`src/rtl/motion_zone_tracker.sv`:
```
// ---------------------------------------------------------------------------
// motion_zone_tracker
//
// Purpose:
//   Splits the active image into ZONES equal-width vertical strips and, for
//   each strip, tracks the bounding box of "motion" pixels. A pixel is
//   motion when |cur - prev| exceeds a threshold that is latched at the start
//   of each frame. At the end of the frame the per-zone results are published
//   with a one-cycle box_valid pulse. Results then hold until the next pulse.
//
// Optional feature (macro MOTION_ZONE_PIXCOUNT_EN):
//   Adds saturating per-zone motion pixel counters and the pix_count output.
//   A zone then counts as hit only when its count reaches MIN_PIX. Without
//   the macro the counters are not built and a zone is hit by any motion
//   pixel.
//
// Ports:
//   clk        sole clock
//   rst        synchronous active-high reset
//   in_vsync   high during the active frame
//   in_href    high during the active line
//   in_clken   pixel strobe
//   in_gray    {prev, cur} gray samples, GRAY_W bits each
//   threshold  difference threshold (latched on vsync rising edge)
//   box_valid  one-cycle pulse when the outputs below update
//   zone_hit   per-zone motion flag
//   box_xmin / box_xmax  per-zone x bounds, XW bits each, zone 0 in LSBs
//   box_ymin / box_ymax  per-zone y bounds, YW bits each, zone 0 in LSBs
//   pix_count  per-zone motion pixel count, CW bits each (macro only)
// ---------------------------------------------------------------------------
module motion_zone_tracker #(
   parameter int IMG_HDISP = 640,
   parameter int IMG_VDISP = 480,
   parameter int ZONES     = 4,
   parameter int GRAY_W    = 8,
   parameter int MIN_PIX   = 16,
   localparam int XW = $clog2(IMG_HDISP),
   localparam int YW = $clog2(IMG_VDISP),
   localparam int CW = $clog2(IMG_HDISP*IMG_VDISP+1)
) (
   input  logic                  clk,
   input  logic                  rst,
   input  logic                  in_vsync,
   input  logic                  in_href,
   input  logic                  in_clken,
   input  logic [2*GRAY_W-1:0]   in_gray,
   input  logic [GRAY_W-1:0]     threshold,
   output logic                  box_valid,
   output logic [ZONES-1:0]      zone_hit,
   output logic [ZONES*XW-1:0]   box_xmin,
   output logic [ZONES*XW-1:0]   box_xmax,
   output logic [ZONES*YW-1:0]   box_ymin,
   output logic [ZONES*YW-1:0]   box_ymax
`ifdef MOTION_ZONE_PIXCOUNT_EN
   ,output logic [ZONES*CW-1:0]  pix_count
`endif
);

   localparam int ZW  = IMG_HDISP / ZONES;
   localparam int ZIW = (ZONES > 1) ? $clog2(ZONES) : 1;

   // Counters carry one extra bit so they can sit at the saturation value
   // IMG_HDISP / IMG_VDISP, which marks every later sample as out of range.
   localparam logic [XW:0]    X_LIM   = (XW+1)'(IMG_HDISP);
   localparam logic [YW:0]    Y_LIM   = (YW+1)'(IMG_VDISP);
   localparam logic [XW:0]    ZW_LAST = (XW+1)'(ZW-1);
   localparam logic [ZIW-1:0] Z_LAST  = ZIW'(ZONES-1);

   localparam logic [1:0] S_IDLE    = 2'd0;
   localparam logic [1:0] S_ACTIVE  = 2'd1;
   localparam logic [1:0] S_DRAIN   = 2'd2;
   localparam logic [1:0] S_PUBLISH = 2'd3;

   if ((IMG_HDISP % ZONES) != 0 || MIN_PIX < 0 || CW < 1) begin : g_cfg_bad
      $error("motion_zone_tracker: IMG_HDISP must be divisible by ZONES");
   end

   // ------------------------------------------------------------------
   // Sync edge detection and pixel position counters
   // ------------------------------------------------------------------
   logic            r_vsync_d;
   logic            r_href_d;
   logic [XW:0]     r_x;
   logic [YW:0]     r_y;
   logic [XW:0]     r_zpos;
   logic [ZIW-1:0]  r_zone;
   logic [GRAY_W-1:0] r_thresh;

   logic w_vs_rise;
   logic w_vs_fall;
   logic w_href_fall;
   logic w_sample;
   logic w_in_range;
   logic [YW:0] w_y_eff;

   assign w_vs_rise   = in_vsync & ~r_vsync_d;
   assign w_vs_fall   = ~in_vsync & r_vsync_d;
   assign w_href_fall = ~in_href & r_href_d;
   assign w_sample    = in_clken & in_href & in_vsync;
   // The y counter clears on the vsync rising edge; a pixel sampled on that
   // very edge already belongs to line 0.
   assign w_y_eff     = w_vs_rise ? '0 : r_y;
   assign w_in_range  = (r_x < X_LIM) && (w_y_eff < Y_LIM);

   always_ff @(posedge clk) begin
      if (rst) begin
         // vsync history starts high so a frame already in progress when
         // reset is released never looks like a fresh frame start.
         r_vsync_d <= 1'b1;
         r_href_d  <= 1'b0;
         r_x       <= '0;
         r_y       <= '0;
         r_zpos    <= '0;
         r_zone    <= '0;
         r_thresh  <= '0;
      end else begin
         r_vsync_d <= in_vsync;
         r_href_d  <= in_href;

         if (w_vs_rise) begin
            r_thresh <= threshold;
         end

         if (!in_href) begin
            r_x    <= '0;
            r_zpos <= '0;
            r_zone <= '0;
         end else if (w_sample) begin
            if (r_x != X_LIM) begin
               r_x <= r_x + 1'b1;
            end
            // Strip counter replaces x / ZW
            if (r_zpos == ZW_LAST) begin
               r_zpos <= '0;
               if (r_zone != Z_LAST) begin
                  r_zone <= r_zone + 1'b1;
               end
            end else begin
               r_zpos <= r_zpos + 1'b1;
            end
         end

         if (w_vs_rise) begin
            r_y <= '0;
         end else if (w_href_fall && (r_y != Y_LIM)) begin
            r_y <= r_y + 1'b1;
         end
      end
   end

   // ------------------------------------------------------------------
   // Frame FSM
   // ------------------------------------------------------------------
   logic [1:0] r_state;
   logic       r_drain;
   logic       r_pend;
   logic       r_box_valid;
   logic       w_go;
   logic       w_accept;
   logic       w_publish;

   // w_go marks the edge at which a new frame's accumulation starts; a
   // vsync rise seen while draining is remembered in r_pend and acted on
   // when PUBLISH completes.
   assign w_go      = ((r_state == S_IDLE) && w_vs_rise) ||
                      ((r_state == S_PUBLISH) && (w_vs_rise || r_pend));
   assign w_accept  = (r_state == S_ACTIVE) || w_go;
   assign w_publish = (r_state == S_PUBLISH);

   always_ff @(posedge clk) begin
      if (rst) begin
         r_state     <= S_IDLE;
         r_drain     <= 1'b0;
         r_pend      <= 1'b0;
         r_box_valid <= 1'b0;
      end else begin
         r_box_valid <= w_publish;
         case (r_state)
            S_IDLE: begin
               if (w_vs_rise) begin
                  r_state <= S_ACTIVE;
               end
            end
            S_ACTIVE: begin
               if (w_vs_fall) begin
                  r_state <= S_DRAIN;
                  r_drain <= 1'b0;
               end
            end
            S_DRAIN: begin
               if (w_vs_rise) begin
                  r_pend <= 1'b1;
               end
               if (r_drain) begin
                  r_state <= S_PUBLISH;
               end else begin
                  r_drain <= 1'b1;
               end
            end
            S_PUBLISH: begin
               r_pend  <= 1'b0;
               r_state <= w_go ? S_ACTIVE : S_IDLE;
            end
            default: begin
               r_state <= S_IDLE;
            end
         endcase
      end
   end

   assign box_valid = r_box_valid;

   // ------------------------------------------------------------------
   // Stage 1: absolute difference and coordinates
   // ------------------------------------------------------------------
   logic [GRAY_W-1:0] w_cur;
   logic [GRAY_W-1:0] w_prev;
   logic [GRAY_W:0]   w_diff;

   logic              r_s1_vld;
   logic [GRAY_W:0]   r_s1_diff;
   logic [XW-1:0]     r_s1_x;
   logic [YW-1:0]     r_s1_y;
   logic [ZIW-1:0]    r_s1_zone;

   assign w_cur  = in_gray[GRAY_W-1:0];
   assign w_prev = in_gray[2*GRAY_W-1:GRAY_W];
   assign w_diff = (w_cur >= w_prev) ? ({1'b0, w_cur} - {1'b0, w_prev})
                                     : ({1'b0, w_prev} - {1'b0, w_cur});

   always_ff @(posedge clk) begin
      if (rst) begin
         r_s1_vld  <= 1'b0;
         r_s1_diff <= '0;
         r_s1_x    <= '0;
         r_s1_y    <= '0;
         r_s1_zone <= '0;
      end else begin
         r_s1_vld  <= w_sample & w_in_range & w_accept;
         r_s1_diff <= w_diff;
         r_s1_x    <= r_x[XW-1:0];
         r_s1_y    <= w_y_eff[YW-1:0];
         r_s1_zone <= r_zone;
      end
   end

   // ------------------------------------------------------------------
   // Stage 2: per-zone accumulators and published results
   // ------------------------------------------------------------------
   genvar gi;
   for (gi = 0; gi < ZONES; gi = gi + 1) begin : g_zone
      logic [XW-1:0] r_xmin;
      logic [XW-1:0] r_xmax;
      logic [YW-1:0] r_ymin;
      logic [YW-1:0] r_ymax;
      logic [XW-1:0] r_oxmin;
      logic [XW-1:0] r_oxmax;
      logic [YW-1:0] r_oymin;
      logic [YW-1:0] r_oymax;
      logic          r_ohit;
      logic          w_upd;
      logic          w_hit;

      // Threshold compare happens here against the frame-latched value.
      assign w_upd = r_s1_vld && (r_s1_zone == ZIW'(gi)) &&
                     (r_s1_diff > {1'b0, r_thresh});

`ifdef MOTION_ZONE_PIXCOUNT_EN
      logic [CW-1:0] r_cnt;
      logic [CW-1:0] r_ocnt;

      assign w_hit = (r_cnt >= CW'(MIN_PIX));

      always_ff @(posedge clk) begin
         if (rst || w_go) begin
            r_cnt <= '0;
         end else if (w_upd && (r_cnt != '1)) begin
            r_cnt <= r_cnt + 1'b1;
         end
      end

      always_ff @(posedge clk) begin
         if (rst) begin
            r_ocnt <= '0;
         end else if (w_publish) begin
            r_ocnt <= r_cnt;
         end
      end

      assign pix_count[gi*CW +: CW] = r_ocnt;
`else
      logic r_any;

      assign w_hit = r_any;

      always_ff @(posedge clk) begin
         if (rst || w_go) begin
            r_any <= 1'b0;
         end else if (w_upd) begin
            r_any <= 1'b1;
         end
      end
`endif

      always_ff @(posedge clk) begin
         if (rst || w_go) begin
            r_xmin <= '1;
            r_ymin <= '1;
            r_xmax <= '0;
            r_ymax <= '0;
         end else if (w_upd) begin
            if (r_s1_x < r_xmin) r_xmin <= r_s1_x;
            if (r_s1_x > r_xmax) r_xmax <= r_s1_x;
            if (r_s1_y < r_ymin) r_ymin <= r_s1_y;
            if (r_s1_y > r_ymax) r_ymax <= r_s1_y;
         end
      end

      // Zones without a hit publish zero bounds instead of the init values.
      always_ff @(posedge clk) begin
         if (rst) begin
            r_ohit  <= 1'b0;
            r_oxmin <= '0;
            r_oxmax <= '0;
            r_oymin <= '0;
            r_oymax <= '0;
         end else if (w_publish) begin
            r_ohit  <= w_hit;
            r_oxmin <= w_hit ? r_xmin : '0;
            r_oxmax <= w_hit ? r_xmax : '0;
            r_oymin <= w_hit ? r_ymin : '0;
            r_oymax <= w_hit ? r_ymax : '0;
         end
      end

      assign zone_hit[gi]             = r_ohit;
      assign box_xmin[gi*XW +: XW]    = r_oxmin;
      assign box_xmax[gi*XW +: XW]    = r_oxmax;
      assign box_ymin[gi*YW +: YW]    = r_oymin;
      assign box_ymax[gi*YW +: YW]    = r_oymax;
   end

endmodule
```
`config.mk`:
```
export PLATFORM = sky130hd
export DESIGN_NAME = motion_zone_tracker
export DESIGN_NICKNAME = d
export VERILOG_FILES = /design/src/rtl/motion_zone_tracker.sv
export SDC_FILE = /design/constraint.sdc
export NUM_CORES = 1
export LEC_CHECK = 0
export ABC_CLOCK_PERIOD_IN_PS = 3200
export CORE_ASPECT_RATIO = 1.75
export CORE_MARGIN = 5
export CORE_UTILIZATION = 59
export CTS_BUF_LIST = sky130_fd_sc_hd__clkbuf_4
export DETAILED_ROUTE_END_ITERATION = 10
export PLACE_DENSITY = 0.92
export SLEW_MARGIN = 20
export SYNTH_ARGS = -nofsm -noshare
export SYNTH_HDL_FRONTEND = slang
export SYNTH_SLANG_ARGS = --single-unit
export TNS_END_PERCENT = 50
```
`constraint.sdc`:
```
create_clock -name clk -period 3.2 [get_ports clk]
set_input_delay 0.64 -clock clk [delete_from_list [all_inputs] [get_ports clk]]
set_output_delay 0.64 -clock clk [all_outputs]
set_load 0.02 [all_outputs]
```
# Word-level counts from Yosys, hierarchy flattened
# Index checks and enable logic that the tools add are counted.
# totals
output_inout_bits	157
ff_bits	392
# op_classes
reduce_logical	43
n_eq_ne	14
bitwise	10
n_addsub	6
magnitude_cmp	20
mux	28
# ops
cell	count
2-to-1 mux 10 bit	9
2-to-1 mux 9 bit	9
> comparator 10 bit	4
< comparator 10 bit	4
AND reduction 2 bit	19
> comparator 9 bit	4
< comparator 9 bit	4
adder 11 x 1 -> 11 bit (second input constant)	2
subtractor 8 x 8 -> 9 bit	2
logical AND 1 bit	12
== test 11 x 8 -> 1 bit (second input constant)	1
< comparator 11 x 10 -> 1 bit (second input constant)	1
2-to-1 mux 11 bit	1
!= test 11 x 10 -> 1 bit (second input constant)	1
adder 10 x 1 -> 10 bit (second input constant)	1
< comparator 10 x 9 -> 1 bit (second input constant)	1
!= test 10 x 9 -> 1 bit (second input constant)	1
!= test 2 bit (second input constant)	5
> comparator 9 x 8 -> 1 bit	1
== test 2 bit (second input constant)	4
greater-or-equal comparator 8 bit	1
one-hot mux 2 bit (4 select lines)	1
AND 1 bit	7
2-to-1 mux 2 bit	3
10 further kinds	23

# Depth between registers and ports, before layout
# Gate-level depths: netlist (run 1).
# depth
depth_word	7
ltp_mapped	9

# Worst setup path after synthesis (run 1)
# Ideal clock, no wire load.
# synth_path
kind	input to register
from	input in_gray[2]
to	register r_s1_diff[2]
required_ps	3079
path_slack_ps	408
setup_time_ps	121
path_stages	9
t_arrival_ps	2672
path_buffers	1
cell_sequence	inv_1 -> ha_1 -> clkbuf_1 -> a21oi_1 -> a21oi_1 -> or3_1 -> a21oi_2 -> mux2i_1 -> mux2_2
# synth_via
elab_chain_cells	2
word_cells_on_any_way	4
# synth_lines
item	line	rtl
start: declaration	46	input logic [2*GRAY_W-1:0] in_gray,
subtractor 8 x 8 -> 9 bit (tied with other cells)	229	: ({1'b0, w_prev} - {1'b0, w_cur});
2-to-1 mux 9 bit *	228	assign w_diff = (w_cur >= w_prev) ? ({1'b0, w_cur} - {1'b0, w_prev})
end signal: assignment	240	r_s1_diff <= w_diff;
end: declaration	221	logic [GRAY_W:0] r_s1_diff;
# Mark *: on every way between the ends. The rest lies on a longest branch, timed or not.
# A chain may end at the register's enable or synchronous reset.

# Worst setup path in the final report (run 1)
# layout_path
from	register r_thresh[7]
to	register g_zone[1].r_xmin[2]
# layout_via
elab_chain_cells	3
# layout_lines
item	line	rtl
start: declaration	87	logic [GRAY_W-1:0] r_thresh;
start signal: assignment	121	r_thresh <= threshold;
> comparator 9 x 8 -> 1 bit	266	(r_s1_diff > {1'b0, r_thresh});
logical AND 1 bit	265	assign w_upd = r_s1_vld && (r_s1_zone == ZIW'(gi)) &&
AND reduction 2 bit (no source line)	n/a	
end signal: assignment	312	if (r_s1_x < r_xmin) r_xmin <= r_s1_x;
end: declaration	252	logic [XW-1:0] r_xmin;
# No other way between the ends.

==> impl_metrics.py, run 1 <==
metrics = {
    "layout": {
        "layout-drive-gt1-share_pct": 9.398,
        "finalCoreUtilization_pct": 71.22,
        "final_area_um2": 21330,
        "final_nets": 2309,
        "final_cells": 2548,
        "synthToLayoutAreaGrowth_pct": 19.84,
    },
    "placed_design": {
        "port_buffers": 185,
        "placed_cells": 2400,
        "dp_hpwl_um": 34970,
        "placed_area_um2": 20330,
        "gp_congestion": 0.9160,
        "pre_cts_ws_ns": -0.1141,
    },
    "critical_path": {
        "critPathKind": "flip-flop to flip-flop",
        "cp_max_fo": 7,
        "crit_path_cell_trace": "inv_1 -> ha_1 -> a211oi_1 -> nand2_1 -> a2111oi_2 -> nor4b_2 -> buf_4 -> and4b_1 -> buf_4 -> mux2i_1",
        "critPathCaptureType": "flip-flop",
        "crit_top_cell": "buf_4",
        "cp_slowest_cell": "a2111oi_2",
        "worstRegToRegCells": 10,
        "cpPeakStageDelay_ns": 0.79,
        "timing.rr.start": "r_thresh[7]",
        "worst_ep_required_time_ns": 3.84,
        "setup.worst_path.start_class": "flip-flop",
        "setup.worst_path.start": "r_thresh[7]",
        "crit_arrival_ns": 3.58,
    },
    "global_routing": {
        "grt_pass1_wl_um": 76670,
        "overflow": 0,
        "grt_max_degree": 106,
        "track_usage_pct": 27.93,
        "grt_pass1_vias": 15800,
        "antenna_found_initial": 1,
    },
    "detailed_routing": {
        "drt_iter0_drc": 1032,
        "drc": 0,
        "drt-vias-per-instance": 5.881,
        "drtPass1Iterations": 5,
        "wl_per_cell_um": 18.73,
        "ant_nets": 0,
        "wl_um": 47710,
        "via_count": 14990,
    },
    "sta": {
        "hold_ws_ns": 0.4241,
        "layout_worst_path_cycle_share_pct": 91.95,
        "hold_violations": 0,
        "timing.final.crit_period_ns": 2.942,
        "fin_ws_ns": 0.2576,
        "max_slew_margin_pct": 35.83,
        "fmax_ghz": 0.3399,
        "setup_viol": 0,
        "rsz0062_at_grt": "no",
        "fin_worst_skew_ns": 0.05564,
        "maxSlewViolCount": 0,
        "tns_ns": 0,
        "tightest_slew_ns": 0.9600,
    },
    "clock_tree": {
        "postCtsSetupBuffers": 0,
        "clock-sinks": 392,
        "worstSkewPairLatency_ns": 0.81,
        "cts_hold_buf": 0,
        "clk_pin_slew_ns": 0.07,
        "cts_buffer_depth": 3,
        "cts-buffers-inserted": 84,
        "tritoncts": "done",
        "root_buffer": "clkbuf_4",
        "htreeDepth": 3,
        "cts_resized": 0,
    },
    "logic_synthesis": {
        "ys_types": 60,
        "synth-seq-cells": 392,
        "yosysWarningCount": 0,
        "yosys.area_share.simple_pct": 12.62,
        "synth_top_family_by_area": "compound AO/OA/AOI/OAI gates",
        "synth-compound-area-share_pct": 13.97,
        "async_reset_ff_share_pct": 0,
        "synthAdderAreaFrac_pct": 12.81,
        "synth_area_um2": 17800,
        "synth_flop_cell": "dfxtp_1",
        "synth_top_area_share_pct": 44.09,
        "synth-xor-area-share_pct": 1.328,
        "ys_top_cells_by_area": "dfxtp_1 44%, ha_1 13%, mux2i_1 8.9%",
        "syn_nets": 2071,
        "netlist_instances": 1861,
        "yosysTopAreaCell": "dfxtp_1",
        "muxShareOfSynthArea_pct": 9.264,
        "ys_seq_area_share_pct": 44.09,
        "synth_area_per_cell_um2": 9.565,
        "synth-edff-count": 0,
    },
    "floorplan": {
        "num_rows": 84,
        "die-area_um2": 33880,
        "fp.dieH_um": 239.8,
        "start_util_pct": 59.43,
        "core_area_um2": 29950,
        "die_w_um": 141.3,
        "io_pins": 186,
    },
    "power_and_ir_drop": {
        "leakage_nw": 10.18,
        "pwr_density_cell_nw_per_um2": 435.7,
        "p_total_mw": 9.295,
        "vdd_drop_max_mv": 0.2843,
    },
    "job": {
        "max-cap-violations": 0,
    },
    "outcome": {
        "status": "finished, final reports clean",
    },
    "worst_hold_path": {
        "hold_class": "input port to flip-flop",
        "hold_start": "threshold[0]",
        "worstHoldPathCells": 3,
    },
}
-- metal layers --
| layer | wire length, um | global-route usage [%] |
|---|---|---|
| met5 | 0 | 0 |
| met4 | 3455 | 20.25 |
| met3 | 2898 | 5.753 |
| met2 | 24840 | 50.96 |
| met1 | 16520 | 27.56 |
-- Yosys cell counts (all sizes together) (33+ instances only) --
cell type and count:
nor2b 34, a21oi 74, nand4 33, dfxtp 392
mux2i 158, a22o 152, clkbuf 65, nand2 153
inv 184, o21ai 43, ha 179, nor2 174
-- state kept, by name, summed over array words and instances (netlist names), 2 cells and up --
signal and cells:
g_zone.r_oxmax 40, r_zpos 11, g_zone.r_oymin 36, r_zone 2, g_zone.r_ymin 36, r_s1_x 10
r_s1_diff 9, g_zone.r_xmax 40, r_thresh 8, g_zone.r_oymax 36, g_zone.r_any 4, g_zone.r_ymax 36
r_s1_y 9, g_zone.r_xmin 40, r_s1_zone 2, r_state 2, r_x 11, g_zone.r_ohit 4
r_y 10, g_zone.r_oxmin 40
-- where the power goes --
part	internal (mW)	switching, mW
Clock	1.70	1.93
Sequential	4.92	0.0336
Combinational	0.262	0.456
-- logic make-up after synthesis --
family / Yosys count
AND/OR/NAND/NOR: 484
flip-flops: 392
AO/OA/AOI/OAI: 341
buffers and inverters: 272
adder cells (fa/ha/maj): 181
multiplexers: 164
XOR/XNOR: 27
-- final cells by class --
class | instances | area (um^2)
Multi-Input combinational cell | 1197 | 8932
Fill cell | 2030 | 8621
Sequential cell | 392 | 7848
Timing Repair Buffer | 240 | 2377
Clock buffer | 117 | 878.3
Inverter | 184 | 690.7
Tap cell | 387 | 484.2
Clock inverter | 30 | 120.1
Antenna cell | 1 | 2.502
-- worst max-delay path: cells and delay by family (launching register included) --
kind | cells | cell delay [ns]
fa+ha+maj | 1 | 0.32
buf+inv | 3 | 0.45
flops | 1 | 0.33
compound gates | 2 | 1.05
simple gates | 3 | 0.50
mux | 1 | 0.14
-- layout by cell type (no fill, tap or decap), drive strengths merged, types with 55 or more instances in the layout --
cell | netlist | layout
clkbuf | 65 | 117
inv | 184 | 190
ha | 179 | 179
clkdlybuf4s50 | 0 | 185
a22o | 152 | 152
buf | 23 | 55
nand2 | 153 | 153
mux2i | 158 | 158
nor2 | 174 | 174
dfxtp | 392 | 392
a21oi | 74 | 74
-- final timing paths --
check / end / slack [ns]
hold / removal: r_thresh[0] / 0.42
hold reg to reg: g_zone[0].r_any / 0.45
setup / recovery: g_zone[1].r_xmin[2] / 0.26
setup reg to reg: g_zone[1].r_xmin[2] / 0.26
No activity file was read; power rests on OpenSTA's default activity.
==> inputs of run 2 (changes only) <==
--- a/config.mk
+++ b/config.mk
@@ -12,6 +12,7 @@
 export CTS_BUF_LIST = sky130_fd_sc_hd__clkbuf_4
 export DETAILED_ROUTE_END_ITERATION = 10
 export PLACE_DENSITY = 0.92
+export REMOVE_ABC_BUFFERS = 1
 export SLEW_MARGIN = 20
 export SYNTH_ARGS = -nofsm -noshare
 export SYNTH_HDL_FRONTEND = slang
==> run 2 against run 1 <==
Net effect: routed wire length grew 0.15%; critical path type unchanged; global-route usage shrank 0.17 points; setup slack lost 0.0043 ns; count of clock-buffer cells in the layout shrank 8; via count grew 0.37%; core utilization shrank 0.20 points.
==> impl_metrics.py, run 2 (synthesis results as in run 1) <==
metrics = {
    "global_routing": {
        "track_usage_pct": 27.76,
        "overflow": 0,
        "grt_pass1_wl_um": 76180,
        "grt_pass1_vias": 15900,
        "grt_max_degree": 109,
        "antenna_found_initial": 1,
    },
    "floorplan": {
        "start_util_pct": 59.43,
        "num_rows": 84,
        "die-area_um2": 33880,
        "fp.dieH_um": 239.8,
        "core_area_um2": 29950,
        "io_pins": 186,
        "die_w_um": 141.3,
    },
    "sta": {
        "fin_ws_ns": 0.2533,
        "tns_ns": 0,
        "fin_worst_skew_ns": 0.06905,
        "hold_ws_ns": 0.3988,
        "rsz0062_at_grt": "no",
        "tightest_slew_ns": 0.7682,
        "setup_viol": 0,
        "hold_violations": 0,
        "max_slew_margin_pct": 48.69,
        "timing.final.crit_period_ns": 2.947,
        "maxSlewViolCount": 0,
        "layout_worst_path_cycle_share_pct": 92.08,
        "fmax_ghz": 0.3394,
    },
    "critical_path": {
        "rrSetupSlack_ns": 0.25,
        "cp_num_buf_inv": 2,
        "cp-endpoint": "g_zone[2].r_ymin[6]",
        "critPathKind": "flip-flop to flip-flop",
        "critPathCaptureType": "flip-flop",
        "setup.worst_path.start_class": "flip-flop",
        "worstRegToRegCells": 9,
        "crit_arrival_ns": 3.63,
        "crit_family": "compound AO/OA/AOI/OAI gates",
        "cpPeakStageDelay_ns": 0.75,
        "r2r-end": "g_zone[2].r_ymin[6]",
        "cp_max_fo": 9,
        "setup.worst_path.start": "r_thresh[7]",
        "crit_path_cell_trace": "inv_1 -> ha_1 -> a211oi_1 -> nand2_1 -> a2111oi_2 -> nor4_1 -> buf_4 -> nand4_1 -> mux2i_1",
        "worst_ep_required_time_ns": 3.89,
        "cp.depth": 9,
        "timing.rr.start": "r_thresh[7]",
        "cp_slowest_cell": "a2111oi_2",
    },
    "layout": {
        "layout_common_cells": "392 x dfxtp_1, 185 x clkdlybuf4s50_1, 184 x inv_1",
        "final_area_um2": 21270,
        "synthToLayoutAreaGrowth_pct": 19.51,
        "finalCoreUtilization_pct": 71.02,
        "final_common_cell": "dfxtp_1",
        "final_cells": 2550,
        "final_nets": 2309,
        "layout-drive-gt1-share_pct": 9.251,
    },
    "placed_design": {
        "pre_cts_ws_ns": -0.01692,
        "dp_hpwl_um": 34290,
        "placed_cells": 2399,
        "placed_area_um2": 20270,
        "gp_congestion": 0.8821,
        "port_buffers": 185,
    },
    "detailed_routing": {
        "drtPass1Iterations": 8,
        "drc": 0,
        "ant_nets": 0,
        "via_count": 15040,
        "drt-vias-per-instance": 5.898,
        "drt_iter0_drc": 887,
        "wl_per_cell_um": 18.74,
        "wl_um": 47790,
    },
    "power_and_ir_drop": {
        "p_total_mw": 9.231,
        "pwr_density_cell_nw_per_um2": 433.9,
        "leakage_nw": 10.14,
        "vdd_drop_max_mv": 0.2595,
    },
    "clock_tree": {
        "clock-sinks": 392,
        "cts_resized": 0,
        "tritoncts": "done",
        "cts_hold_buf": 0,
        "htreeDepth": 3,
        "cts-buffers-inserted": 84,
        "worstSkewPairLatency_ns": 0.81,
        "clk_pin_slew_ns": 0.07,
        "cts_buffer_depth": 3,
        "postCtsSetupBuffers": 0,
        "root_buffer": "clkbuf_4",
    },
    "job": {
        "max-cap-violations": 0,
    },
    "worst_hold_path": {
        "worstHoldPathCells": 3,
        "hold_class": "input port to flip-flop",
    },
    "outcome": {
        "status": "finished, final reports clean",
    },
}
-- run 2: where the power goes --
group | switching [mW] | leakage, nW | internal, mW
Combinational | 0.450 | 6.38 | 0.255
Sequential | 0.0337 | 3.16 | 4.92
Clock | 1.96 | 0.594 | 1.61
-- run 2: worst min-delay path: cells and delay by family --
| family | cells | cell delay, ns |
|---|---|---|
| simple gates | 1 | 0.06 |
| buf+inv | 1 | 0.41 |
| compound gates | 1 | 0.05 |
-- run 2: worst min path at each step --
| stage | startpoint | to | slack (ns) |
|---|---|---|---|
| 2_1_floorplan | g_zone[0].r_any | g_zone[0].r_any | 0.42 |
| 3_3_place_gp | g_zone[0].r_any | g_zone[0].r_any | 0.43 |
| 3_5_place_dp | g_zone[0].r_any | g_zone[0].r_any | 0.44 |
| 4_1_cts | threshold[2] | r_thresh[2] | 0.33 |
| 5_1_grt | threshold[2] | r_thresh[2] | 0.37 |
| 6_report | threshold[2] | r_thresh[2] | 0.40 |
-- run 2: layout make-up --
class	instances	area [um^2]
multi-input combinational	1197	8936
fill	1996	8681
sequential	392	7848
timing repair buffer	240	2327
clock buffer	109	818.3
inverter	184	690.7
tap	387	484.2
clock inverter	40	166.4
antenna	1	2.502
-- run 2: metal layers --
| layer | wire length, um | vias up | track usage, % | part of all wire, % |
|---|---|---|---|---|
| met4 | 3240 | 0 | 20.72 | 6.8 |
| met3 | 3308 | 242 | 6.972 | 6.9 |
| li1 | - | 7000 | - | - |
| met1 | 16360 | 7146 | 26.61 | 34 |
| met2 | 24880 | 653 | 50.34 | 52 |
| met5 | 0 | - | 0 | 0 |
